### src/rtl/nes_vga_pkg.sv
// rtl/nes_vga_pkg.sv - shared timing defaults, types and NES palette for VGA scanout
//
// Purpose: default VGA timing for the 12.5 MHz half-resolution mode, the pixel
// and palette-index types, the per-pixel sync/window bundle carried down the
// alignment pipeline, and the 64-entry NES palette as 12-bit RGB.
// Ports: none (package).

package nes_vga_pkg;

  localparam int DEF_H_ACTIVE = 320;
  localparam int DEF_H_FP     = 8;
  localparam int DEF_H_SYNC   = 48;
  localparam int DEF_H_BP     = 24;
  localparam int DEF_V_ACTIVE = 480;
  localparam int DEF_V_FP     = 10;
  localparam int DEF_V_SYNC   = 2;
  localparam int DEF_V_BP     = 33;

  localparam int H_TOTAL = DEF_H_ACTIVE + DEF_H_FP + DEF_H_SYNC + DEF_H_BP;
  localparam int V_TOTAL = DEF_V_ACTIVE + DEF_V_FP + DEF_V_SYNC + DEF_V_BP;

  // NES frame width in pixels; the window is this many columns wide.
  localparam int NES_WIDTH = 256;

  typedef logic [11:0] rgb12_t;
  typedef logic [5:0]  pal_idx_t;

  // Per-pixel flags decoded from the counters and delayed to the pixel output.
  typedef struct packed {
    logic hs_n;
    logic vs_n;
    logic active;
    logic win;
  } sync_t;

  localparam sync_t SYNC_IDLE = '{hs_n: 1'b1, vs_n: 1'b1, active: 1'b0, win: 1'b0};

  // NES 2C02 palette reduced to 4 bits per channel, {R,G,B}.
  localparam rgb12_t NES_PALETTE [64] = '{
    12'h777, 12'h024, 12'h009, 12'h409, 12'h806, 12'hA02, 12'hA00, 12'h710,
    12'h530, 12'h050, 12'h060, 12'h040, 12'h044, 12'h000, 12'h000, 12'h000,
    12'hBBB, 12'h06D, 12'h04F, 12'h80F, 12'hC0C, 12'hF06, 12'hF00, 12'hC40,
    12'h960, 12'h290, 12'h0A0, 12'h081, 12'h088, 12'h000, 12'h000, 12'h000,
    12'hFFF, 12'h3BF, 12'h68F, 12'hA6F, 12'hF4F, 12'hF6B, 12'hF74, 12'hFA4,
    12'hFC0, 12'hBF1, 12'h5F4, 12'h4FA, 12'h0FE, 12'h555, 12'h000, 12'h000,
    12'hFFF, 12'hAEF, 12'hBBF, 12'hDBF, 12'hFBF, 12'hFBD, 12'hFCB, 12'hFDA,
    12'hFEA, 12'hDF8, 12'hBFB, 12'hAFD, 12'h0FF, 12'hCCC, 12'h000, 12'h000
  };

endpackage

### src/rtl/nes_vga_scanout_palette.sv
// rtl/nes_vga_scanout_palette.sv - registered 64-entry NES palette ROM
//
// Purpose: maps a 6-bit palette index to 12-bit RGB with one clock of latency.
// Ports:
//   clk  in   pixel clock
//   idx  in   palette index (pal_idx_t)
//   rgb  out  registered colour (rgb12_t), valid one clock after idx

import nes_vga_pkg::*;

module nes_palette (
  input  logic     clk,
  input  pal_idx_t idx,
  output rgb12_t   rgb
);

  // No reset: the output is only used when the delayed window flag is set,
  // and that flag is cleared by reset.
  always_ff @(posedge clk) begin
    rgb <= NES_PALETTE[idx];
  end

endmodule

### src/rtl/nes_vga_scanout.sv
// rtl/nes_vga_scanout.sv - VGA timing, NES frame-buffer fetch and pixel output
//
// Purpose: generates 400x525 VGA timing from the 12.5 MHz pixel clock, fetches
// the 256x240 NES frame buffer centred horizontally with each NES row shown on
// two VGA lines, maps indices through the NES palette and keeps sync aligned to
// the pixel stream across the frame-buffer and palette latency.
// Ports:
//   clk          in   pixel clock
//   reset        in   synchronous, active-high
//   fb_rd        out  frame-buffer read strobe
//   fb_addr      out  {nes_y[7:0], nes_x[7:0]}
//   fb_data      in   palette index, valid RD_LAT clocks after fb_rd
//   vga_hs       out  hsync, active low
//   vga_vs       out  vsync, active low
//   vga_de       out  display enable
//   vga_rgb      out  {R,G,B} 4 bits each
//   frame_start  out  one-clock pulse at h=0, v=0 (fetch timing)
//   vblank       out  high while v >= V_ACTIVE (fetch timing)

import nes_vga_pkg::*;

module nes_vga_scanout #(
  parameter int     H_ACTIVE   = DEF_H_ACTIVE,
  parameter int     H_FP       = DEF_H_FP,
  parameter int     H_SYNC     = DEF_H_SYNC,
  parameter int     H_BP       = DEF_H_BP,
  parameter int     V_ACTIVE   = DEF_V_ACTIVE,
  parameter int     V_FP       = DEF_V_FP,
  parameter int     V_SYNC     = DEF_V_SYNC,
  parameter int     V_BP       = DEF_V_BP,
  parameter int     X_OFFSET   = 32,
  parameter int     RD_LAT     = 2,
  parameter rgb12_t BORDER_RGB = 12'h000
) (
  input  logic        clk,
  input  logic        reset,
  output logic        fb_rd,
  output logic [15:0] fb_addr,
  input  logic [5:0]  fb_data,
  output logic        vga_hs,
  output logic        vga_vs,
  output logic        vga_de,
  output logic [11:0] vga_rgb,
  output logic        frame_start,
  output logic        vblank
);

  localparam int LINE_CLKS   = H_ACTIVE + H_FP + H_SYNC + H_BP;
  localparam int FRAME_LINES = V_ACTIVE + V_FP + V_SYNC + V_BP;
  // Clocks from the fetch outputs to the pixel outputs.
  localparam int LAT = RD_LAT + 1;

  // h/v name the pixel whose fetch-stage outputs are loaded on the next edge.
  logic [8:0] h;
  logic [9:0] v;
  logic       h_last;
  logic       v_last;

  assign h_last = (h == 9'(LINE_CLKS - 1));
  assign v_last = (v == 10'(FRAME_LINES - 1));

  always_ff @(posedge clk) begin
    if (reset) begin
      h <= '0;
      v <= '0;
    end else if (h_last) begin
      h <= '0;
      v <= v_last ? '0 : v + 10'd1;
    end else begin
      h <= h + 9'd1;
    end
  end

  // Stage-0 decode of the counter position.
  int         hi;
  int         vi;
  sync_t      dec;
  logic [7:0] xrel;
  logic [15:0] addr_d;
  logic       fs_d;
  logic       vb_d;

  always_comb begin
    hi          = int'(h);
    vi          = int'(v);
    dec         = SYNC_IDLE;
    dec.active  = (hi < H_ACTIVE) && (vi < V_ACTIVE);
    dec.win     = dec.active && (hi >= X_OFFSET) && (hi < X_OFFSET + NES_WIDTH);
    dec.hs_n    = !((hi >= H_ACTIVE + H_FP) && (hi < H_ACTIVE + H_FP + H_SYNC));
    dec.vs_n    = !((vi >= V_ACTIVE + V_FP) && (vi < V_ACTIVE + V_FP + V_SYNC));
    xrel        = 8'(h - 9'(X_OFFSET));
    // v[8:1] selects the NES row, so VGA lines 2k and 2k+1 repeat row k.
    addr_d      = dec.win ? {v[8:1], xrel} : 16'h0000;
    fs_d        = (h == 9'd0) && (v == 10'd0);
    vb_d        = (vi >= V_ACTIVE);
  end

  // Fetch stage: read strobe/address plus the flags for this pixel.
  sync_t s0;

  always_ff @(posedge clk) begin
    if (reset) begin
      fb_rd       <= 1'b0;
      fb_addr     <= 16'h0000;
      frame_start <= 1'b0;
      vblank      <= 1'b0;
      s0          <= SYNC_IDLE;
    end else begin
      fb_rd       <= dec.win;
      fb_addr     <= addr_d;
      frame_start <= fs_d;
      vblank      <= vb_d;
      s0          <= dec;
    end
  end

  // Delay the flags by LAT clocks so they land with the palette output.
  sync_t dly [LAT];

  always_ff @(posedge clk) begin
    if (reset) begin
      for (int i = 0; i < LAT; i++) begin
        dly[i] <= SYNC_IDLE;
      end
    end else begin
      dly[0] <= s0;
      for (int i = 1; i < LAT; i++) begin
        dly[i] <= dly[i-1];
      end
    end
  end

  rgb12_t pal_rgb;

  nes_palette u_palette (
    .clk (clk),
    .idx (fb_data),
    .rgb (pal_rgb)
  );

  sync_t px;
  assign px = dly[LAT-1];

  assign vga_hs = px.hs_n;
  assign vga_vs = px.vs_n;
  assign vga_de = px.active;

  // fb_data outside the window is garbage; the window flag masks it here.
  always_comb begin
    vga_rgb = 12'h000;
    if (px.win) begin
      vga_rgb = pal_rgb;
    end else if (px.active) begin
      vga_rgb = BORDER_RGB;
    end
  end

endmodule

### config.mk
export PLATFORM = sky130hd
export DESIGN_NAME = nes_vga_scanout
export DESIGN_NICKNAME = d
export VERILOG_FILES = /design/src/rtl/nes_vga_pkg.sv /design/src/rtl/nes_vga_scanout_palette.sv /design/src/rtl/nes_vga_scanout.sv
export SDC_FILE = /design/constraint.sdc
export NUM_CORES = 1
export LEC_CHECK = 0
export BUFFER_PORTS_ARGS = -buffer_cell sky130_fd_sc_hd__buf_2
export CORE_ASPECT_RATIO = 1.75
export CORE_MARGIN = 5
export CORE_UTILIZATION = 57
export DETAILED_ROUTE_END_ITERATION = 12
export GPL_ROUTABILITY_DRIVEN = 0
export PLACE_DENSITY_LB_ADDON = 0.1
export SETUP_SLACK_MARGIN = 0.4
export SLEW_MARGIN = 20
export SYNTH_ARGS = -nofsm -noshare
export SYNTH_HDL_FRONTEND = slang
export SYNTH_SLANG_ARGS = --single-unit
### constraint.sdc
create_clock -name clk -period 5.42 [get_ports clk]
set_input_delay 0.542 -clock clk [delete_from_list [all_inputs] [get_ports clk]]
set_output_delay 0.542 -clock clk [all_outputs]
set_load 0.01 [all_outputs]
### After elaboration in Yosys (flattened, before gate mapping)

Memories as Yosys holds them, arrays and structs flattened. A register that Yosys moved wholly into a read port is not among the register bits.
Cells that the tools add are included.

| operators by class | value |
|---|---|
| muxes and demuxes | 8 |
| order comparisons | 9 |
| bitwise operators | 5 |
| add/subtract/negate cells | 3 |
| reduce and logical (&&, ||, !) cells | 12 |
| equal/unequal tests | 2 |

Operators by type and width:

| operator | number |
|---|---|
| $lt A9 B9 Y1 const B | 3 |
| $ge A10 B9 Y1 const B | 2 |
| $lt A10 B9 Y1 const B | 2 |
| $mux W12 | 1 |
| $mux W4 | 3 |
| $add A10 B1 Y10 const B | 1 |
| $eq A10 B10 Y1 const B | 1 |
| $logic_not A10 Y1 | 1 |
| $mux W10 | 1 |
| $add A9 B1 Y9 const B | 1 |
| $eq A9 B9 Y1 const B | 1 |
| $ge A9 B6 Y1 const B | 1 |
| $ge A9 B9 Y1 const B | 1 |
| $logic_not A9 Y1 | 1 |
| $sub A8 B6 Y8 const B | 1 |
| $not A6 Y7 | 1 |
| $logic_and A1 B1 Y1 | 6 |
| $reduce_or A2 Y1 | 2 |
| $mux W1 | 3 |
| $or A1 B1 Y1 | 3 |
| $logic_not A1 Y1 | 2 |
| $not A1 Y1 | 1 |

| word-level totals | value |
|---|---|
| output and inout port bits | 34 |
| input port bits | 8 |
| bits in writable memories | 12 |
| register bits after elaboration | 41 |
| word-level logic and storage cells | 50 |
| memories | 2 |
| bits in read-only memories | 768 |

Memory list:

| memory | depth | width | read ports | clocked after memory_dff | wr ports | line | text |
|---|---|---|---|---|---|---|---|
| (name not given) | 64 | 12 | 1 | 1 | 0 | nes_vga_scanout_palette.sv:20 | `rgb <= NES_PALETTE[idx];` |
| dly | 3 | 4 | 3 | 0 | 3 | nes_vga_scanout.sv:118 | `sync_t dly [LAT];` |

### Logic depth before layout (Yosys ltp)

Gate-level depths: netlist of run 1.

| logic depth | value |
|---|---|
| word-level depth | 6 |
| gate-level depth with buffers | 8 |
| mapped depth without buffers | 6 |

### Modules after synthesis

Synthesis of run 1 repeated with hierarchy kept, for this count alone.

| unflattened totals | value |
|---|---|
| cell total of the unflattened synthesis | 382 |
| area total of the unflattened synthesis | 3447.1 um^2 |

Modules (own cells, without submodules):

| module | cells each | sequential area each (um^2) | instances | area an instance (um^2) |
|---|---|---|---|---|
| nes_vga_scanout | 218 | 1061.0 | 1 | 2128.3 |
| nes_palette | 164 | 240.2 | 1 | 1318.8 |

### Least setup slack after synthesis of run 1

No wires, ideal clock.

| timing path | value |
|---|---|
| path kind | input to register |
| start point | in fb_data[1] |
| end point | reg u_palette.rgb[9] |
| setup slack | 3247 ps |
| buffers on the path | 1 |
| arrival | 2036 ps |
| library setup time | 137 ps |
| data required time | 5283 ps |
| stages on the path | 7 |
| cell sequence | clkbuf_1 inv_1 ha_1 nand2b_1 a311o_1 a222oi_1 a31oi_1 |

| between the ends | value |
|---|---|
| cells in the longest elaborated chain, start to end | 1 |

Ends and longest elaborated chain:

| what | line | text |
|---|---|---|
| start, declared | nes_vga_scanout.sv:39 | `input logic [5:0] fb_data,` |
| $not A6 Y7 (not written as such) | nes_vga_scanout_palette.sv:20 |  |
| end, declared | nes_vga_scanout_palette.sv:14 | `output rgb12_t rgb` |

Every way passes these cells.
A chain may end at the register's enable or synchronous reset.

### Worst setup path in the final report of run 1

Ends and elaborated chain as after synthesis.

==> metrics.csv, run 1 <==
stage,metric,value,unit
run_status,status,finished clean,
clock_tree,h-tree-depth,3,
synth,synth_xor_area_frac,0.0307,
worst_setup_path,cp_slowest_cell,ha_1,
worst_setup_path,r2r_end,v[2],
worst_setup_path,rr_worst_depth,5,
hold_path,hold_end,dly[0][3],
floorplan,die_area,7720,um^2
clock_tree,path_clk_slew,0.07,ns
sta,finalSetupViolations,0,
floorplan,die_w,68.6,um
synth,synth_compound_area_frac,0.164,
detailed_routing,antenna_left,0,
worst_setup_path,required,5.63,ns
clock_tree,cts_setup_buffers,0,
place,io_buffer_count,41,
global_route,grt_max_degree,50,
sta,worst_pin_slew,0.749,ns
final_layout,drive_gt1_frac,0.171,
worst_setup_path,crit_type,primary input to flop,
clock_tree,postCtsHoldBufs,0,
final_layout,nets,445,
synth,synth_simple_gate_area_share,0.259,
synth,synth.area.mux_share,0.0307,
sta,period_needed,2.08,ns
worst_setup_path,slowest_delay,0.39,ns
clock_tree,cts_num_sinks,65,
final_layout,mostFrequentLayoutCells,"65 x dfxtp_1, 41 x buf_2, 35 x nor2_1, 28 x and2_1",
clock_tree,cts_tree,yes,
worst_setup_path,ff2ff_setup_slack,3.38,ns
place,dp_hpwl,5750,um
worst_setup_path,r2r_start,h[0],
pwr,leakagePower,1.65,nW
final_layout,diodes,0,
final_layout,mostFrequentLayoutCell,dfxtp_1,
detailed_routing,drt-pass1-iter-count,6,
sta,fin_crit_sh,0.384,
detailed_routing,wire_per_inst,16.0,um
floorplan,initial_utilization,0.583,
synth,synth_cell_type_count,61,
sta,fmax,0.481,GHz
worst_setup_path,critPathArrivalTime,2.29,ns
worst_setup_path,worst-path-max-fanout,14,
synth,synth_top_family_by_area,simple AND/OR/NAND/NOR gates,
clock_tree,cts_root_buffer,clkbuf_8,
worst_setup_path,path_cells,buf_2 -> inv_1 -> ha_1 -> nor2b_1 -> a311o_1 -> a222oi_1 -> a31oi_1,
sta,hold_viol_final,0,
final_layout,area.growth.synth_to_final,11.6,%
detailed_routing,num_vias,2899,
synth,synthFlopType,dfxtp_1,
floorplan,rows,37,
global_route,grt_pass1_wl,13100,um
synth,syn_avg_cell_area,8.72,um^2
synth,ys_seq_area_frac,0.380,
worst_setup_path,critPathTopFamily,compound AO/OA/AOI/OAI gates,
pwr,worst_ir_drop_vdd,227,uV
pwr,fin_total_pwr,0.00109,W
synth,ys_ff_latch,65,
synth,synth_nets,421,
sta,maxSlewViolCount,0,
sta,slew_headroom,0.500,
hold_path,worstHoldPathCells,1,
synth,ys_async_sr_fraction,0,
worst_setup_path,end_kind,flop,
global_route,grt_pass1_vias,2813,
synth,netlist_instances,393,
floorplan,core_region_area,5880,um^2
detailed_routing,route.detailed.drc,0,
global_route,grt_overflow,0,
synth,synth_fa_ha_area_frac,0.0730,
flow_run,drv_cap,0,
floorplan,die_h,113,um
detailed_routing,routed_wl,7960,um
hold_path,min_from,s0[3],
synth,yosysWarnings,0,
hold_path,min_path_type,flop to flop,
synth,synth_edf_count,0,
global_route,antenna_found_initial,0,
clock_tree,numCtsBuffers,9,
detailed_routing,vias_per_cell,5.81,
worst_setup_path,path_buf_inv,2,
sta,rsz0062_at_grt,no,
pwr,pwr_density_cell,284,nW/um^2
floorplan,io_pins,42,
worst_setup_path,cp-start-kind,primary input,
clock_tree,cts_max_path_buffers,2,
sta,finalSetupTns,0,ns
clock_tree,post_cts_resize_count,0,
detailed_routing,drtIter0Drc,542,
worst_setup_path,cp.depth,7,
sta,skew,0.00766,ns
synth,synth_area,3430,um^2
clock_tree,clkLatencyLatePin,0.34,ns
global_route,track_usage,0.227,
final_layout,fillerInstances,519,
[synth_stat cells (2+ instances only)]
cell,number,share of area
a32o_1,3,0.0088
o2111ai_1,3,0.0077
nor2b_1,14,0.026
nor4b_1,3,0.0077
buf_1,3,0.0033
o22ai_1,5,0.0091
a211o_1,3,0.0077
xnor2_1,10,0.026
nand2b_1,12,0.022
o21bai_1,2,0.0044
a221oi_1,5,0.013
and3_1,6,0.011
mux2i_1,6,0.018
o31ai_1,5,0.011
buf_2,6,0.0088
nand3_1,8,0.012
and2_1,28,0.051
nand4_1,4,0.0073
or3_1,2,0.0037
dfxtp_1,65,0.38
o211ai_1,2,0.0044
or4_1,2,0.0044
a211oi_1,3,0.0066
buf_4,4,0.0088
or2_2,7,0.013
ha_1,20,0.073
a21oi_1,17,0.025
o21ai_0,17,0.025
xor2_1,2,0.0051
mux2_2,2,0.0066
nand3_2,2,0.0058
nand2_1,19,0.021
nor3_1,4,0.0058
o21a_1,2,0.0044
inv_1,20,0.022
nor2_1,35,0.038
a31oi_1,5,0.0091
clkbuf_1,14,0.015
[metrics by stage]
stage	instance area, um^2	std cells	hold WS, ns	utilization	setup slack [ns]
finish	3830	499	0.408	0.651	3.34
global placement	3590	484	0.397	0.611	3.10
detailed placement	3590	484	0.395	0.611	3.03
global route	3830	499	0.431	0.651	3.15
floorplan	3430	393	0.389	-	3.25
CTS	3830	499	0.412	0.651	3.37
[power by group]
group	switching [W]	leakage [nW]	internal (W)	total, W
clock network	0.000185	0.115	0.000301	0.000486
registers	0.00000466	0.530	0.000492	0.000496
logic	0.0000653	1.01	0.0000389	0.000104
[worst max-delay path by stage]
| stage | endpoint | slack [ns] | startpoint |
|---|---|---|---|
| 2_1_floorplan | u_palette.rgb[9] | 3.25 | fb_data[1] |
| 3_3_place_gp | u_palette.rgb[9] | 3.10 | fb_data[1] |
| 3_5_place_dp | u_palette.rgb[9] | 3.03 | fb_data[1] |
| 4_1_cts | fb_addr[7] | 3.37 | h[0] |
| 5_1_grt | v[6] | 3.15 | h[0] |
| 6_report | u_palette.rgb[9] | 3.34 | fb_data[1] |
[flip-flops by register name (all words and copies together) (netlist names)]
signal / flops
vblank: 1
v: 10
h: 9
s0: 4
frame_start: 1
fb_addr: 16
dly: 12
u_palette.rgb: 12
[layer usage]
layer  GRT usage  vias up  part of all wire
met1       0.220     1338              0.35
met4       0.146        0             0.055
li1            -     1411                 -
met3      0.0661       42             0.052
met5           0        -                 0
met2       0.394      108              0.54
[kinds of logic after synthesis]
logic type,after synthesis
flops,65
fa+ha+maj,20
simple gates,155
xor+xnor,12
buf+inv,49
compound gates,83
mux,9
[area by class of cell]
cell class,instances,area [um^2],area share
Multi-Input combinational cell,279,1910,0.500
Sequential cell,65,1300,0.340
Timing Repair Buffer,41,205,0.0536
Clock buffer,9,124,0.0324
Clock inverter,6,108,0.0281
Tap cell,78,97.6,0.0255
Inverter,21,78.8,0.0206
Power figures use the tool's default switching activity.
==> run 2, diff against run 1 <==
--- a/config.mk
+++ b/config.mk
@@ -8,7 +8,7 @@
 export BUFFER_PORTS_ARGS = -buffer_cell sky130_fd_sc_hd__buf_2
 export CORE_ASPECT_RATIO = 1.75
 export CORE_MARGIN = 5
-export CORE_UTILIZATION = 57
+export CORE_UTILIZATION = 52
 export DETAILED_ROUTE_END_ITERATION = 12
 export GPL_ROUTABILITY_DRIVEN = 0
 export PLACE_DENSITY_LB_ADDON = 0.1
==> constraint.sdc (replaced) <==
create_clock -name clk -period 1.8 [get_ports clk]
set_input_delay 0.18 -clock clk [delete_from_list [all_inputs] [get_ports clk]]
set_output_delay 0.18 -clock clk [all_outputs]
set_load 0.01 [all_outputs]
==> metrics.csv, run 2 (synthesized netlist as in run 1, its figures left out) <==
stage,metric,value,unit,change
final_layout,drive_gt1_frac,0.358,,+0.187
place,dp_hpwl,6670,um,+16%
floorplan,initial_utilization,0.528,,-0.0548
final_layout,diodes,0,,unchanged
final_layout,area.growth.synth_to_final,32.3,%,
sta,fin_crit_sh,0.911,,
final_layout,reg_top3,"fb_addr (16), dly (12), u_palette.rgb (12)",,
worst_setup_path,crit_type,flop to flop,,
floorplan,io_pins,42,,unchanged
clock_tree,h-tree-depth,3,,unchanged
detailed_routing,drt-pass1-iter-count,5,,-1
global_route,grt_pass1_wl,14900,um,+13%
worst_setup_path,required,2.07,ns,-3.56 ns
global_route,grt_pass1_vias,3061,,+8.8%
detailed_routing,num_vias,3172,,+9.4%
detailed_routing,route.detailed.drc,0,,unchanged
final_layout,mostFrequentLayoutCells,"54 x dfxtp_1, 39 x buf_2, 39 x buf_4, 34 x nor2_1, 19 x nand2_1",,
final_layout,fillerInstances,494,,-4.8%
floorplan,die_area,8380,um^2,+8.5%
global_route,track_usage,0.228,,+0.00125
clock_tree,numCtsBuffers,9,,unchanged
sta,period_needed,1.64,ns,
detailed_routing,vias_per_cell,5.79,,-0.37%
worst_setup_path,cp-start-kind,flop,,
final_layout,largest_reg_flops,16,,unchanged
flow_run,drv_cap,0,,unchanged
place,io_buffer_count,41,,unchanged
sta,finalSetupViolations,0,,unchanged
floorplan,die_w,71.4,um,+4.0%
final_layout,nets,490,,+10%
pwr,worst_ir_drop_vdd,729,uV,+220%
pwr,pwr_density_cell,831,nW/um^2,+190%
global_route,grt_max_degree,37,,-26%
sta,finalSetupTns,0,ns,unchanged
final_layout,largest_register,fb_addr,,
sta,fmax,0.610,GHz,
global_route,use_met2,0.415,,+0.0204
sta,whs,0.143,ns,-0.265 ns
global_route,grtUsageMet3,0.0497,,-0.0164
clock_tree,cts_root_buffer,clkbuf_16,,
sta,worst_pin_slew,0.356,ns,-0.394 ns
sta,rsz0062_at_grt,yes,,
pwr,fin_total_pwr,0.00377,W,+250%
sta,skew,0.00527,ns,-0.00240 ns
clock_tree,cts_tree,yes,,
global_route,grt_use_met1,0.220,,+0.000269
clock_tree,cts_num_sinks,65,,unchanged
detailed_routing,drtIter0Drc,345,,-36%
detailed_routing,wire_per_inst,17.4,um,+9.2%
floorplan,core_region_area,6490,um^2,+10%
sta,slew_headroom,0.763,,+0.263
floorplan,die_h,117,um,+4.3%
global_route,antenna_found_initial,0,,unchanged
hold_path,min_path_type,primary input to flop,,
global_route,grt_overflow,0,,unchanged
clock_tree,cts_max_path_buffers,2,,unchanged
clock_tree,path_clk_slew,0.06,ns,about the same
global_route,grt-busiest-layer,met2,,
sta,maxSlewViolCount,0,,unchanged
pwr,leakagePower,1.97,nW,+19%
detailed_routing,antenna_left,0,,unchanged
worst_setup_path,worst-path-max-fanout,4,,-10
clock_tree,clkLatencyLatePin,0.33,ns,about the same
detailed_routing,routed_wl,9550,um,+20%
final_layout,mostFrequentLayoutCell,dfxtp_1,,
run_status,status,finished clean,,
sta,hold_viol_final,0,,unchanged
worst_setup_path,end_kind,flop,,
worst_setup_path,critPathArrivalTime,1.91,ns,-0.38 ns
floorplan,rows,39,,+5.4%
==> run 2: final timing paths <==
| path | start | end | slack, ns | depth (start not counted) |
|---|---|---|---|---|
| hold reg to reg | s0[3] | dly[0][3] | 0.41 | 1 |
| hold / removal | reset | vblank | 0.14 | 2 |
| setup / recovery | h[0] | v[9] | 0.16 | 5 |
| setup reg to reg | h[0] | v[9] | 0.16 | 5 |
==> run 2: report_power, final <==
part | leakage, nW | switching, W | internal (W)
Clock | 0.151 | 0.000622 | 0.00124
Combinational | 1.29 | 0.000231 | 0.000181
Sequential | 0.537 | 0.0000198 | 0.00148
==> run 2: repair_timing <==
action                     in CTS  in global routing
setup endpoints to repair      34                 32
gates resized for setup         5                 43
pin swaps                       5                 16
buffers inserted                4                 13
gates cloned                    1                  1
hold buffers                    0                  0
==> run 2: layout make-up <==
type	instances	area [um^2]	area share
well taps	82	103	0.0226
clock inverters	5	80.1	0.0177
multi-input cells	280	2110	0.465
flip-flops and latches	65	1330	0.294
inverters	21	95.1	0.0210
repair buffers	85	577	0.127
clock buffers	10	239	0.0527
==> run 2: layer usage <==
metal,up-vias,share of wire
met5,-,0
met4,0,0.058
met3,47,0.047
met2,139,0.55
met1,1479,0.34
li1,1507,-
==> run 2: worst max-delay path, cell delays in order, from the launching register on <==
cell	delay [ns]
dfxtp_4	0.37
ha_4	0.15
nand3_2	0.10
or4_4	0.51
or3_4	0.34
a21oi_2	0.11
==> run 2: metrics by stage <==
stage                util  setup WS (ns)  area, um^2  std cells
floorplan               -          0.246        3580        393
global placement    0.603          0.102        3920        514
detailed placement  0.603         0.0620        3920        514
CTS                 0.661          0.184        4290        534
global route        0.698          0.105        4530        548
finish              0.698          0.160        4530        548
==> run 3, diff against run 2 <==
==> constraint.sdc (replaced) <==
create_clock -name clk -period 1.5 [get_ports clk]
set_input_delay 0.15 -clock clk [delete_from_list [all_inputs] [get_ports clk]]
set_output_delay 0.15 -clock clk [all_outputs]
set_load 0.01 [all_outputs]
==> metrics.csv, run 3 (synthesized netlist as in run 1, its figures left out) <==
stage,metric,value,unit,change
detailed_routing,drt-pass1-iter-count,5,,unchanged
final_layout,mostFrequentLayoutCells,"68 x buf_4, 53 x dfxtp_1, 46 x buf_6, 26 x buf_2",,
sta,period_needed,1.64,ns,+0.000888 ns
final_layout,fillerInstances,340,,-31%
floorplan,rows,39,,unchanged
final_layout,mostFrequentLayoutCell,buf_4,,
floorplan,initial_utilization,0.528,,unchanged
hold_path,hold_end,v[1],,
sta,skew,0.00682,ns,+0.00155 ns
worst_setup_path,rr_worst_depth,5,,unchanged
sta,fmax,0.609,GHz,about the same
global_route,track_usage,0.271,,+0.0426
detailed_routing,route.detailed.drc,0,,unchanged
clock_tree,h-tree-depth,3,,unchanged
sta,finalSetupViolations,28,,+28
floorplan,die_h,117,um,unchanged
run_status,violations,setup timing,,
sta,maxSlewViolCount,0,,unchanged
final_layout,reg_top3,"fb_addr (16), dly (12), u_palette.rgb (12)",,
floorplan,die_area,8380,um^2,unchanged
sta,rsz0062_at_grt,yes,,
clock_tree,path_clk_slew,0.05,ns,about the same
final_layout,area.growth.synth_to_final,62.9,%,
pwr,pwr_density_cell,798,nW/um^2,-3.9%
worst_setup_path,r2r_end,v[8],,
clock_tree,cts_root_buffer,clkbuf_16,,
sta,layout_setup_ws,-0.141,ns,-0.301 ns
final_layout,stdcell_count,607,,+11%
sta,worst_pin_slew,0.471,ns,+0.116 ns
worst_setup_path,r2r_start,h[0],,
worst_setup_path,critPathArrivalTime,1.91,ns,about the same
place,place_ws,-0.117,ns,-0.179 ns
clock_tree,cts_max_path_buffers,2,,unchanged
hold_path,min_path_type,primary input to flop,,
global_route,grt_pass1_vias,3631,,+19%
worst_setup_path,ff2ff_setup_slack,-0.14,ns,-0.30 ns
global_route,grt_overflow,0,,unchanged
detailed_routing,wire_per_inst,20.0,um,+15%
place,io_buffer_count,41,,unchanged
worst_setup_path,required,1.77,ns,-0.30 ns
detailed_routing,routed_wl,12200,um,+27%
clock_tree,postCtsHoldBufs,0,,unchanged
hold_path,worstHoldPathCells,2,,unchanged
floorplan,io_pins,42,,unchanged
place,dp_hpwl,7030,um,+5.4%
global_route,grt_max_degree,29,,-22%
detailed_routing,drtIter0Drc,353,,+2.3%
worst_setup_path,crit_type,flop to flop,,
place,dp.cells,563,,+9.5%
worst_setup_path,worst-path-max-fanout,4,,unchanged
floorplan,die_w,71.4,um,unchanged
sta,finalSetupTns,-1.21,ns,-1.21 ns
final_layout,largest_reg_flops,16,,unchanged
clock_tree,cts_num_sinks,65,,unchanged
flow_run,drv_cap,0,,unchanged
pwr,leakagePower,2.39,nW,+21%
sta,hold_viol_final,0,,unchanged
detailed_routing,vias_per_cell,5.95,,+2.8%
final_layout,design_area,5580,um^2,+23%
place,placed_area,4370,um^2,+12%
clock_tree,cts_tree,yes,,
global_route,grt_pass1_wl,17900,um,+20%
worst_setup_path,slowest_delay,0.56,ns,+0.05 ns
clock_tree,clkLatencyLatePin,0.34,ns,about the same
final_layout,nets,548,,+12%
worst_setup_path,cp-start-kind,flop,,
clock_tree,numCtsBuffers,9,,unchanged
detailed_routing,antenna_left,0,,unchanged
sta,slew_headroom,0.682,,-0.0811
sta,fin_crit_sh,1.09,,+0.183
pwr,worst_ir_drop_vdd,945,uV,+29%
hold_path,min_from,reset,,
worst_setup_path,path_buf_inv,0,,unchanged
worst_setup_path,path_cells,ha_4 -> and3_4 -> nand4_4 -> or4_4 -> a21oi_2,,
detailed_routing,num_vias,3612,,+14%
worst_setup_path,end_kind,flop,,
worst_setup_path,critPathTopFamily,simple AND/OR/NAND/NOR gates,,
worst_setup_path,cp_slowest_cell,or4_4,,
final_layout,largest_register,fb_addr,,
run_status,status,"complete, but fails checks",,
final_layout,drive_gt1_frac,0.570,,+0.211
final_layout,diodes,0,,unchanged
global_route,antenna_found_initial,0,,unchanged
floorplan,core_region_area,6490,um^2,unchanged
-- run 3: cell type report --
class                   instances  area, um^2  area share
clock buffers                  11         243      0.0435
flip-flops and latches         65        1330       0.238
well taps                      82         103      0.0184
inverters                      21        98.8      0.0177
repair buffers                143        1200       0.215
multi-input cells             280        2570       0.460
clock inverters                 5        38.8     0.00695
-- run 3: where the power goes --
group	switching (W)	leakage, nW	total (W)	internal, W
logic	0.000367	1.71	0.000700	0.000333
registers	0.0000237	0.537	0.00180	0.00177
clock network	0.000790	0.136	0.00196	0.00117
total	0.00118	2.39	0.00446	0.00328
-- run 3: worst max path at each step --
stage	startpoint	to	slack [ns]	depth (start not counted)
after detailed placement	h[1]	v[9]	-0.12	5
after CTS	h[0]	v[9]	-0.12	5
final	h[0]	v[8]	-0.14	5
after global routing	h[0]	v[8]	-0.19	5
after global placement	h[1]	v[9]	-0.08	5
after floorplan	h[4]	v[9]	-0.05	5
-- run 3: timing repair --
action | 4_1_cts | 5_1_grt
cloned | 3 | 0
gates resized for setup | 85 | 88
pin swaps | 25 | 26
buffers inserted | 17 | 8
setup endpoints to repair | 62 | 62
-- run 3: per-layer routing --
layer	up-vias	wire [um]	share of wire	GRT usage
li1	1627	-	-	-
met4	0	818	0.067	0.187
met2	154	6720	0.55	0.488
met1	1760	4130	0.34	0.268
met3	71	480	0.040	0.0479
met5	-	0	0	0
-- run 3: metrics by stage --
step,power (W),util,hold slack [ns]
floorplan,0.00217,-,0.353
global placement,0.00235,0.674,0.392
detailed placement,0.00236,0.674,0.398
CTS,0.00438,0.795,0.0676
global route,0.00463,0.860,0.0915
finish,0.00446,0.860,0.0834
